## src/rtl/monitoreo_pkg.sv

```systemverilog
// rtl/monitoreo_pkg.sv - shared constants, filter state type and sample classifier
package monitoreo_pkg;

   localparam logic [9:0] TEMP_SENS_MIN  = 10'd50;
   localparam logic [9:0] TEMP_SENS_MAX  = 10'd600;
   localparam logic [9:0] TEMP_RESET_VAL = 10'd220;
   localparam int         VENTANA_N      = 4;
   localparam int         STUCK_N        = 16;

   typedef enum logic [1:0] {
      LLENANDO  = 2'b00,
      FILTRANDO = 2'b01,
      FALLA     = 2'b10
   } estado_filtro_t;

   // In-range check on a raw sample, both bounds inclusive
   function automatic logic es_buena(input logic [9:0] dato);
      return (dato >= TEMP_SENS_MIN) && (dato <= TEMP_SENS_MAX);
   endfunction

endpackage

```

## src/rtl/ventana_promedio.sv

```systemverilog
// rtl/ventana_promedio.sv - 4-entry sample window with running sum and average
module ventana_promedio
   import monitoreo_pkg::*;
(
   input  logic       clk,
   input  logic       clr,
   input  logic       wr_en,
   input  logic [9:0] dato,
   output logic [9:0] promedio
);

   logic [9:0]  win_q [VENTANA_N];
   logic [9:0]  win_d [VENTANA_N];
   logic [11:0] sum_q;
   logic [11:0] sum_d;

   // Shift the new sample in and adjust the sum by entering minus leaving entry
   always_comb begin
      win_d = win_q;
      sum_d = sum_q;
      if (wr_en) begin
         for (int i = VENTANA_N - 1; i > 0; i--) begin
            win_d[i] = win_q[i-1];
         end
         win_d[0] = dato;
         sum_d    = sum_q - {2'b00, win_q[VENTANA_N-1]} + {2'b00, dato};
      end
   end

   // Average of the window including a sample being written this cycle,
   // so the caller can register it on the same edge that accepts the sample
   assign promedio = sum_d[11:2];

   // Window and sum registers, cleared synchronously
   always_ff @(posedge clk) begin
      if (clr) begin
         for (int i = 0; i < VENTANA_N; i++) begin
            win_q[i] <= '0;
         end
         sum_q <= '0;
      end else begin
         win_q <= win_d;
         sum_q <= sum_d;
      end
   end

endmodule

```

## src/rtl/acondicionador_temp.sv

```systemverilog
// rtl/acondicionador_temp.sv - temperature sample conditioner; optional STUCK_DETECT_EN
module acondicionador_temp
   import monitoreo_pkg::*;
(
   input  logic       clk,
   input  logic       srst,
   input  logic       muestra_valida,
   input  logic [9:0] muestra_dato,
   output logic [9:0] temp_salida,
   output logic       temp_valida,
   output logic       falla_sensor,
   output logic [1:0] estado_filtro,
   output logic [7:0] contador_fallas
);

   estado_filtro_t state_q, state_d;
   logic [1:0]     cnt_q, cnt_d;
   logic [9:0]     temp_q, temp_d;
   logic           valid_q, valid_d;
   logic [7:0]     fallas_q, fallas_d;
   logic           wr_en;
   logic           stuck;
   logic           buena;
   logic           mala;
   logic [9:0]     promedio;

`ifdef STUCK_DETECT_EN
   logic [9:0] last_q, last_d;
   logic [4:0] run_q, run_d;

   // Track the length of the current run of identical accepted samples
   always_comb begin
      last_d = last_q;
      run_d  = run_q;
      stuck  = 1'b0;
      if (muestra_valida) begin
         last_d = muestra_dato;
         if ((run_q != 5'd0) && (muestra_dato == last_q)) begin
            run_d = (run_q == 5'd31) ? run_q : run_q + 5'd1;
            stuck = (run_q >= 5'(STUCK_N - 1));
         end else begin
            run_d = 5'd1;
         end
      end
   end

   // Run tracker registers
   always_ff @(posedge clk) begin
      if (srst) begin
         last_q <= '0;
         run_q  <= '0;
      end else begin
         last_q <= last_d;
         run_q  <= run_d;
      end
   end
`else
   assign stuck = 1'b0;
`endif

   assign buena = muestra_valida && es_buena(muestra_dato) && !stuck;
   assign mala  = muestra_valida && !buena;

   // Next state, window write enable and output updates
   always_comb begin
      state_d  = state_q;
      cnt_d    = cnt_q;
      temp_d   = temp_q;
      valid_d  = 1'b0;
      fallas_d = fallas_q;
      wr_en    = 1'b0;
      case (state_q)
         LLENANDO: begin
            if (buena) begin
               wr_en = 1'b1;
               if (cnt_q == 2'd3) begin
                  state_d = FILTRANDO;
                  cnt_d   = 2'd0;
                  temp_d  = promedio;
                  valid_d = 1'b1;
               end else begin
                  cnt_d = cnt_q + 2'd1;
               end
            end else if (mala) begin
               state_d  = FALLA;
               cnt_d    = 2'd0;
               fallas_d = (fallas_q == 8'hFF) ? fallas_q : fallas_q + 8'd1;
            end
         end
         FILTRANDO: begin
            if (buena) begin
               wr_en   = 1'b1;
               temp_d  = promedio;
               valid_d = 1'b1;
            end else if (mala) begin
               state_d  = FALLA;
               cnt_d    = 2'd0;
               fallas_d = (fallas_q == 8'hFF) ? fallas_q : fallas_q + 8'd1;
            end
         end
         FALLA: begin
            // Good samples still enter the window, so after four in a row
            // the window holds exactly that run
            if (buena) begin
               wr_en = 1'b1;
               if (cnt_q == 2'd3) begin
                  state_d = FILTRANDO;
                  cnt_d   = 2'd0;
                  temp_d  = promedio;
                  valid_d = 1'b1;
               end else begin
                  cnt_d = cnt_q + 2'd1;
               end
            end else if (mala) begin
               cnt_d = 2'd0;
            end
         end
         default: begin
            state_d = LLENANDO;
            cnt_d   = 2'd0;
         end
      endcase
   end

   // State and output registers; reset wins over any sample in the same cycle
   always_ff @(posedge clk) begin
      if (srst) begin
         state_q  <= LLENANDO;
         cnt_q    <= '0;
         temp_q   <= TEMP_RESET_VAL;
         valid_q  <= 1'b0;
         fallas_q <= '0;
      end else begin
         state_q  <= state_d;
         cnt_q    <= cnt_d;
         temp_q   <= temp_d;
         valid_q  <= valid_d;
         fallas_q <= fallas_d;
      end
   end

   ventana_promedio u_ventana (
      .clk      (clk),
      .clr      (srst),
      .wr_en    (wr_en && !srst),
      .dato     (muestra_dato),
      .promedio (promedio)
   );

   assign temp_salida     = temp_q;
   assign temp_valida     = valid_q;
   assign falla_sensor    = (state_q == FALLA);
   assign estado_filtro   = state_q;
   assign contador_fallas = fallas_q;

endmodule

```

## config.mk

```make
export PLATFORM = sky130hd
export DESIGN_NAME = acondicionador_temp
export DESIGN_NICKNAME = d
export VERILOG_FILES = /design/src/rtl/monitoreo_pkg.sv /design/src/rtl/ventana_promedio.sv /design/src/rtl/acondicionador_temp.sv
export SDC_FILE = /design/constraint.sdc
export NUM_CORES = 1
export LEC_CHECK = 0
export BUFFER_PORTS_ARGS = -buffer_cell sky130_fd_sc_hd__buf_2
export CAP_MARGIN = 40
export CORE_MARGIN = 2
export CORE_UTILIZATION = 45
export CTS_BUF_LIST = sky130_fd_sc_hd__clkbuf_2 sky130_fd_sc_hd__clkbuf_4 sky130_fd_sc_hd__clkbuf_8
export CTS_CLUSTER_DIAMETER = 200
export DETAILED_ROUTE_END_ITERATION = 12
export PLACE_DENSITY = 0.74
export REMOVE_ABC_BUFFERS = 1
export SYNTH_ARGS = -nofsm -noshare
export SYNTH_HDL_FRONTEND = slang
export SYNTH_SLANG_ARGS = --single-unit
```

## constraint.sdc

```tcl
create_clock -name clk -period 2.42 [get_ports clk]
set_clock_uncertainty 0.15 [all_clocks]
set_input_delay 0.242 -clock clk [delete_from_list [all_inputs] [get_ports clk]]
set_output_delay 0.242 -clock clk [all_outputs]
set_load 0.02 [all_outputs]
```

==> Word-level counts from Yosys, hierarchy flattened <==
Index checks and enable logic that the tools add are counted.
Widths: inputs -> output; s select.
{ "classes": {"add_sub_neg": 4, "order_cmp": 2, "eq_ne": 9, "n_mux": 21, "bitwise_logic": 2, "reduce_logical": 14} }
{ "op_table": {"columns": ["cell", "count"], "rows": [
  ["$mux 10", 3],
  ["$pmux 10 s2", 1],
  ["$mux 2", 9],
  ["$add 12x10->12", 1],
  ["$mux 12", 1],
  ["$sub 12x10->12", 1],
  ["$ge 10x6->1 const B", 1],
  ["$le 10x10->1 const B", 1],
  ["$add 8x1->8 const B", 1],
  ["$eq 8x8->1 const B", 1],
  ["$reduce_and 4->1", 2],
  ["$ne 2x1->1 const B", 3],
  ["$pmux 2 s3", 1],
  ["$eq 2x2->1 const B", 2],
  ["$logic_and 1x1->1", 4],
  ["$mux 1", 4],
  ["$ne 2x2->1 const B", 2],
  ["$pmux 2 s2", 1],
  ["$reduce_or 2->1", 2],
  ["$reduce_or 3->1", 1],
  ["$add 2x1->2 const B", 1],
  ["$eq 2x1->1 const B", 1],
  ["$logic_not 1->1", 2],
  ["$logic_not 2->1", 1],
  ["4 further kinds", 5]
]} }
{ "word_totals": {"register_bits": 75, "input_bits": 13, "output_inout_bits": 22, "wordCells": 63} }

==> Depth between registers and ports, before layout <==
{ "logic_depth": {"depth_word": 10, "ltp_mapped": 11} }

==> Cells and area by module <==
From an unflattened synthesis, not the netlist that was laid out.
{ "unflattened": {"hier_cells": 416, "hier_area_um2": 3885.0} }
{ "by_module_without_submodules": {"columns": ["mod", "instances", "cells_each", "area_each_um2", "seq_area_each_um2"], "rows": [
  ["ventana_promedio", 1, 296, 2763.9, 1041.0],
  ["acondicionador_temp", 1, 120, 1121.1, 460.4]
]} }

==> Least setup slack after synthesis <==
No wires, ideal clock.
{ "synth_timing": {"path_type": "reg2reg", "from": "register u_ventana.sum_q[1]", "to": "register u_ventana.sum_q[11]", "setup_ns": 0.113, "arrival_ns": 2.395, "required_time_ns": 2.157, "path_slack_ns": -0.238, "path_stages_with_launch": 11, "path_buffers": 0, "path_cell_list": "dfxtp_1 -> inv_1 -> fa_1 -> inv_1 -> ha_1 -> a211oi_1 -> o211ai_1 -> nand3_1 -> nor4bb_1 -> a211o_1 -> nand2_1"} }
{ "synth_between": {"elab_chain_cells": 3} }
{ "synth_rtl": {"columns": ["item", "line", "text"], "rows": [
  ["from (decl)", "ventana_promedio.sv:14", "logic [11:0] sum_q;"],
  ["from (signal assigned)", "ventana_promedio.sv:43", "sum_q <= sum_d;"],
  ["$sub 12x10->12", "ventana_promedio.sv:26", "sum_d = sum_q - {2'b00, win_q[VENTANA_N-1]} + {2'b00, dato};"],
  ["$add 12x10->12", "ventana_promedio.sv:26", null],
  ["$mux 12", "ventana_promedio.sv:21", "if (wr_en) begin"]
]} }
Every way passes these cells.
A chain may end at the register's enable or synchronous reset.

==> Final worst setup path <==
{ "layout_timing": {"from": "register u_ventana.sum_q[1]", "to": "register temp_q[3], in the netlist temp_salida[3]"} }
{ "layout_between": {"elab_chain_cells": 6, "word_cells_on_any_way": 7, "classes_between": "add/sub (2); mux (5)"} }
{ "layout_rtl": {"columns": ["item", "line", "text"], "rows": [
  ["$sub 12x10->12 (*)", "ventana_promedio.sv:26", null],
  ["$add 12x10->12 (*)", "ventana_promedio.sv:26", null],
  ["$mux 12 (*)", "ventana_promedio.sv:21", null],
  ["$mux 10", "acondicionador_temp.sv:76, acondicionador_temp.sv:106", null],
  ["$mux 10", "acondicionador_temp.sv:104", "if (buena) begin"],
  ["$pmux 10 s2 (*)", "acondicionador_temp.sv:72", "case (state_q)"],
  ["to (signal assigned)", "acondicionador_temp.sv:136", "temp_q <= temp_d;"],
  ["to (decl)", "acondicionador_temp.sv:18", "logic [9:0] temp_q, temp_d;"]
]} }
Every way passes the cells marked *; elsewhere a longest branch is shown, timed or not. The select of a mux whose other input is x is not followed.

==> impl_results.md <==
* Quantity of I/O buffers inserted on ports at 34
* Routed len/inst at between 10 and 15 um
* Commonest cells post-synth: nand2_1 (95), dfxtp_1 (75), a21oi_1 (60), inv_1 (44), nor2_1 (26)
* CP required at 2.52 ns
* Core area at 8180 um2
* Nets at 563
* Worst-Margin Slew at 0.781 ns
* RSZ-0062 raised after global routing: true
* Logic pwr share at 0.322
* Routed Antenna Nets at 0
* Final Power at between 3 and 4 mW
* Post-Layout Cell Count at 635
* Leakage power at 1.92 nW
* N_diodes at 0
* Chip width at 95.6 um
* Starting Density at 0.462
* CTS tree: yes
* R2R depth at 11
* Post-synth EDFFs at 0
* Hold_sp: muestra_dato[0]
* Clock latency on the worst-skew pair at 0.36 ns
* Layout cells sized above 1 at 0.291
* Placed Area at between 4000 and 5000 um2
* Vias per cell at approximately 5.3
* Area growth syn-to-layout at 27.3%
* Final setup violation count at 16
* Top post-synthesis cells by area: dfxtp_1 (40%), nand2_1 (9.4%), a21oi_1 (7.9%), fa_1 (5.3%), ha_1 (4.6%)
* Sw frac at 0.322
* Mapped Avg Cell Area at 8.23 um2
* Yosys warning count at 0
* Final Hold Fails at 0
* Outcome: finished with violations
* Reg2reg start: u_ventana.sum_q[1]
* Yosys reg bits at 75
* Row Count at 33
* R2r endpoint: temp_salida[3]
* WHS at ~0.011 ns
* Sw Pwr at 1.08 mW
* Hold Buf Count CTS at 0
* Critical path's most frequent cell: inv_2
* Seq pwr share at 0.394
* Total CTS buffers at 9
* Max frequency at between 300 and 400 MHz
* Tcrit/Tclk final at 1.14
* Worst setup EP type: flip-flop
* Design Area, Final at between 4000 and 5000 um2
* Vias in the first global route at between 2000 and 3000
* DRT Wirelength at 9.11 mm
* Synth top area share at 0.397
* Io pins at 35
* Final worst slack at -0.350 ns
* DR vias at around 3400
* Post-DP HPWL at 5.83 mm
* WHS Path Cells at 3
* Top_reg_cell synth: dfxtp_1
* Hold path endpoint: u_ventana.win_q[30]
* Minimum clock period at between 2 and 3 ns
* Die H at 95.6 um
* Pins Over Slew Limit at 0
* Critical path buffer and inverter count at 3
* Clock Root Buffer: clkbuf_8
* Max stage delay on crit path at 0.52 ns
* Largest net degree at the start of global routing at a little under 70
* Crit-path max FO at 2
* Synth area leader: dfxtp_1
* Number of max-cap violations at 0
* Failing checks: setup timing
* Crit path launch type: flip-flop
* Gp weighted congestion at 0.912
* Clock share of power at 0.284
* Netlist cell types at a little over 50
* Asr flop ratio synth at 0
* Cells along the critical path: inv_2, fa_1, inv_2, ha_4, a211oi_4, buf_4, o21bai_1, a21oi_1, xnor2_1, mux2_4, a211o_1
* First-pass GRT wire length at between 10 and 15 mm
* Die area at 9150 um2
* Top delay family on crit path: compound AO/OA/AOI/OAI gates
* Slowest cell on crit path: fa_1
* Gr usage total at 0.198
* Internal power at approximately 2.3 mW
* Worst EP arrival at approximately 2.9 ns
* Top-count cell post-synth: nand2_1
* DRC marker count from the first detailed-route iteration at approximately 180
* Longest Clk Path Bufs at 2
* Dpl cells at a little over 600
* Critical path class: flip-flop to flip-flop
* Setup slack, reg-to-reg at -0.35 ns
* Worst-path clk slew at around 0.08 ns
* Post-synthesis sequential area ratio at 0.397
* Min-delay worst type: primary input to flip-flop
* DRC viols at 0
* Pre-CTS WS at -0.516 ns
* CTS Sinks at 75
* Antenna violations before repair at 0
* Synthesized cell area at 3780 um2
* P per Cell Area at 695 nW/um2
* Slew headroom at 0.478
* Post-synthesis cell count at 459
* H-tree depth reported by CTS at 3
* 1st-pass router iterations at 5
* Peak supply drop at between 0.0002 and 0.0003 V
* Global-route congestion overflow total at 0
-- worst register-to-register path: stages, from the launching register on --
cell,delay [ns]
dfxtp_2,0.34
inv_2,0.04
fa_1,0.52
inv_2,0.06
ha_4,0.23
a211oi_4,0.23
buf_4,0.15
o21bai_1,0.08
a21oi_1,0.19
xnor2_1,0.12
mux2_4,0.28
a211o_1,0.26
-- registers in the layout, summed over array words and instances, names as in the netlist --
register	count
temp_valida	1
u_ventana.sum_q	12
cnt_q	2
u_ventana.win_q	40
temp_salida	10
estado_filtro	2
contador_fallas	8
-- logic make-up (layout without fill, tap and decap cells) --
kind of cell,after synthesis,count (layout),synth area share
AO/OA/AOI/OAI,112,112,0.181
XOR/XNOR,12,12,0.0278
adder cells (fa/ha/maj),24,24,0.0993
buffers and inverters,66,137,0.0762
flip-flops,75,75,0.397
multiplexers,10,10,0.0272
AND/OR/NAND/NOR,160,160,0.191
-- layout by cell type (no fill, tap or decap), drive strengths merged, types with 2 or more instances in the layout --
cell	n
xor2	3
nand4	4
nor2	26
nor3	7
nand2b	3
nand2	95
and2	5
o21ai	15
clkbuf	9
a21oi	61
o211ai	4
xnor2	9
inv	45
a41oi	2
fa	10
o31ai	2
mux2i	8
dfxtp	75
nand3	10
a21o	7
or3	3
a211o	4
o311a	2
ha	14
a211oi	5
clkinvlp	3
mux2	2
buf	78
-- worst max path at each step --
stage / start / depth (start not counted) / end
5_1_grt: u_ventana.sum_q[1] / 11 / temp_salida[3]
2_1_floorplan: muestra_dato[6] / 6 / u_ventana.sum_q[10]
3_3_place_gp: muestra_dato[8] / 12 / u_ventana.sum_q[11]
6_report: u_ventana.sum_q[1] / 11 / temp_salida[3]
3_5_place_dp: muestra_dato[8] / 12 / u_ventana.sum_q[11]
4_1_cts: u_ventana.sum_q[1] / 11 / temp_salida[3]
-- per-stage QoR --
step / setup TNS, ns / utilization
after floorplan: -30.74 / -
after global placement: -4.26 / 0.521
after detailed placement: -5.48 / 0.521
after CTS: -2.20 / 0.571
after global routing: -4.38 / 0.588
final: -2.79 / 0.588
-- per-layer routing --
metal	track usage	part of all wire
met5	0	0
met4	0.0714	0.021
met3	0.0443	0.054
met2	0.332	0.49
met1	0.249	0.43
-- power by group through the flow --
stage | Combinational (mW) | Clock, mW | Sequential [mW]
after floorplan | 0.465 | 0 | 1.34
after global placement | 0.723 | 0 | 1.34
after detailed placement | 0.750 | 0 | 1.34
after CTS | 0.910 | 0.955 | 1.31
after global routing | 1.16 | 1.02 | 1.32
final | 1.07 | 0.950 | 1.32
-- layout make-up --
type,instances,area [um2]
inverter,44,165
multi-input combinational,318,2260
clock buffer,9,124
clock inverter,6,66.3
tap,105,131
sequential,75,1510
timing repair buffer,78,548
fill,701,3370
-- what timing repair did --
item                                    in CTS  in global routing
gates resized for setup                     47                 25
endpoints found under the setup margin      17                 17
setup buffers                                4                  6
gates cloned                                 0                  0
pin swaps                                   35                 23
Note: power is estimated with default switching activity, not from simulation.
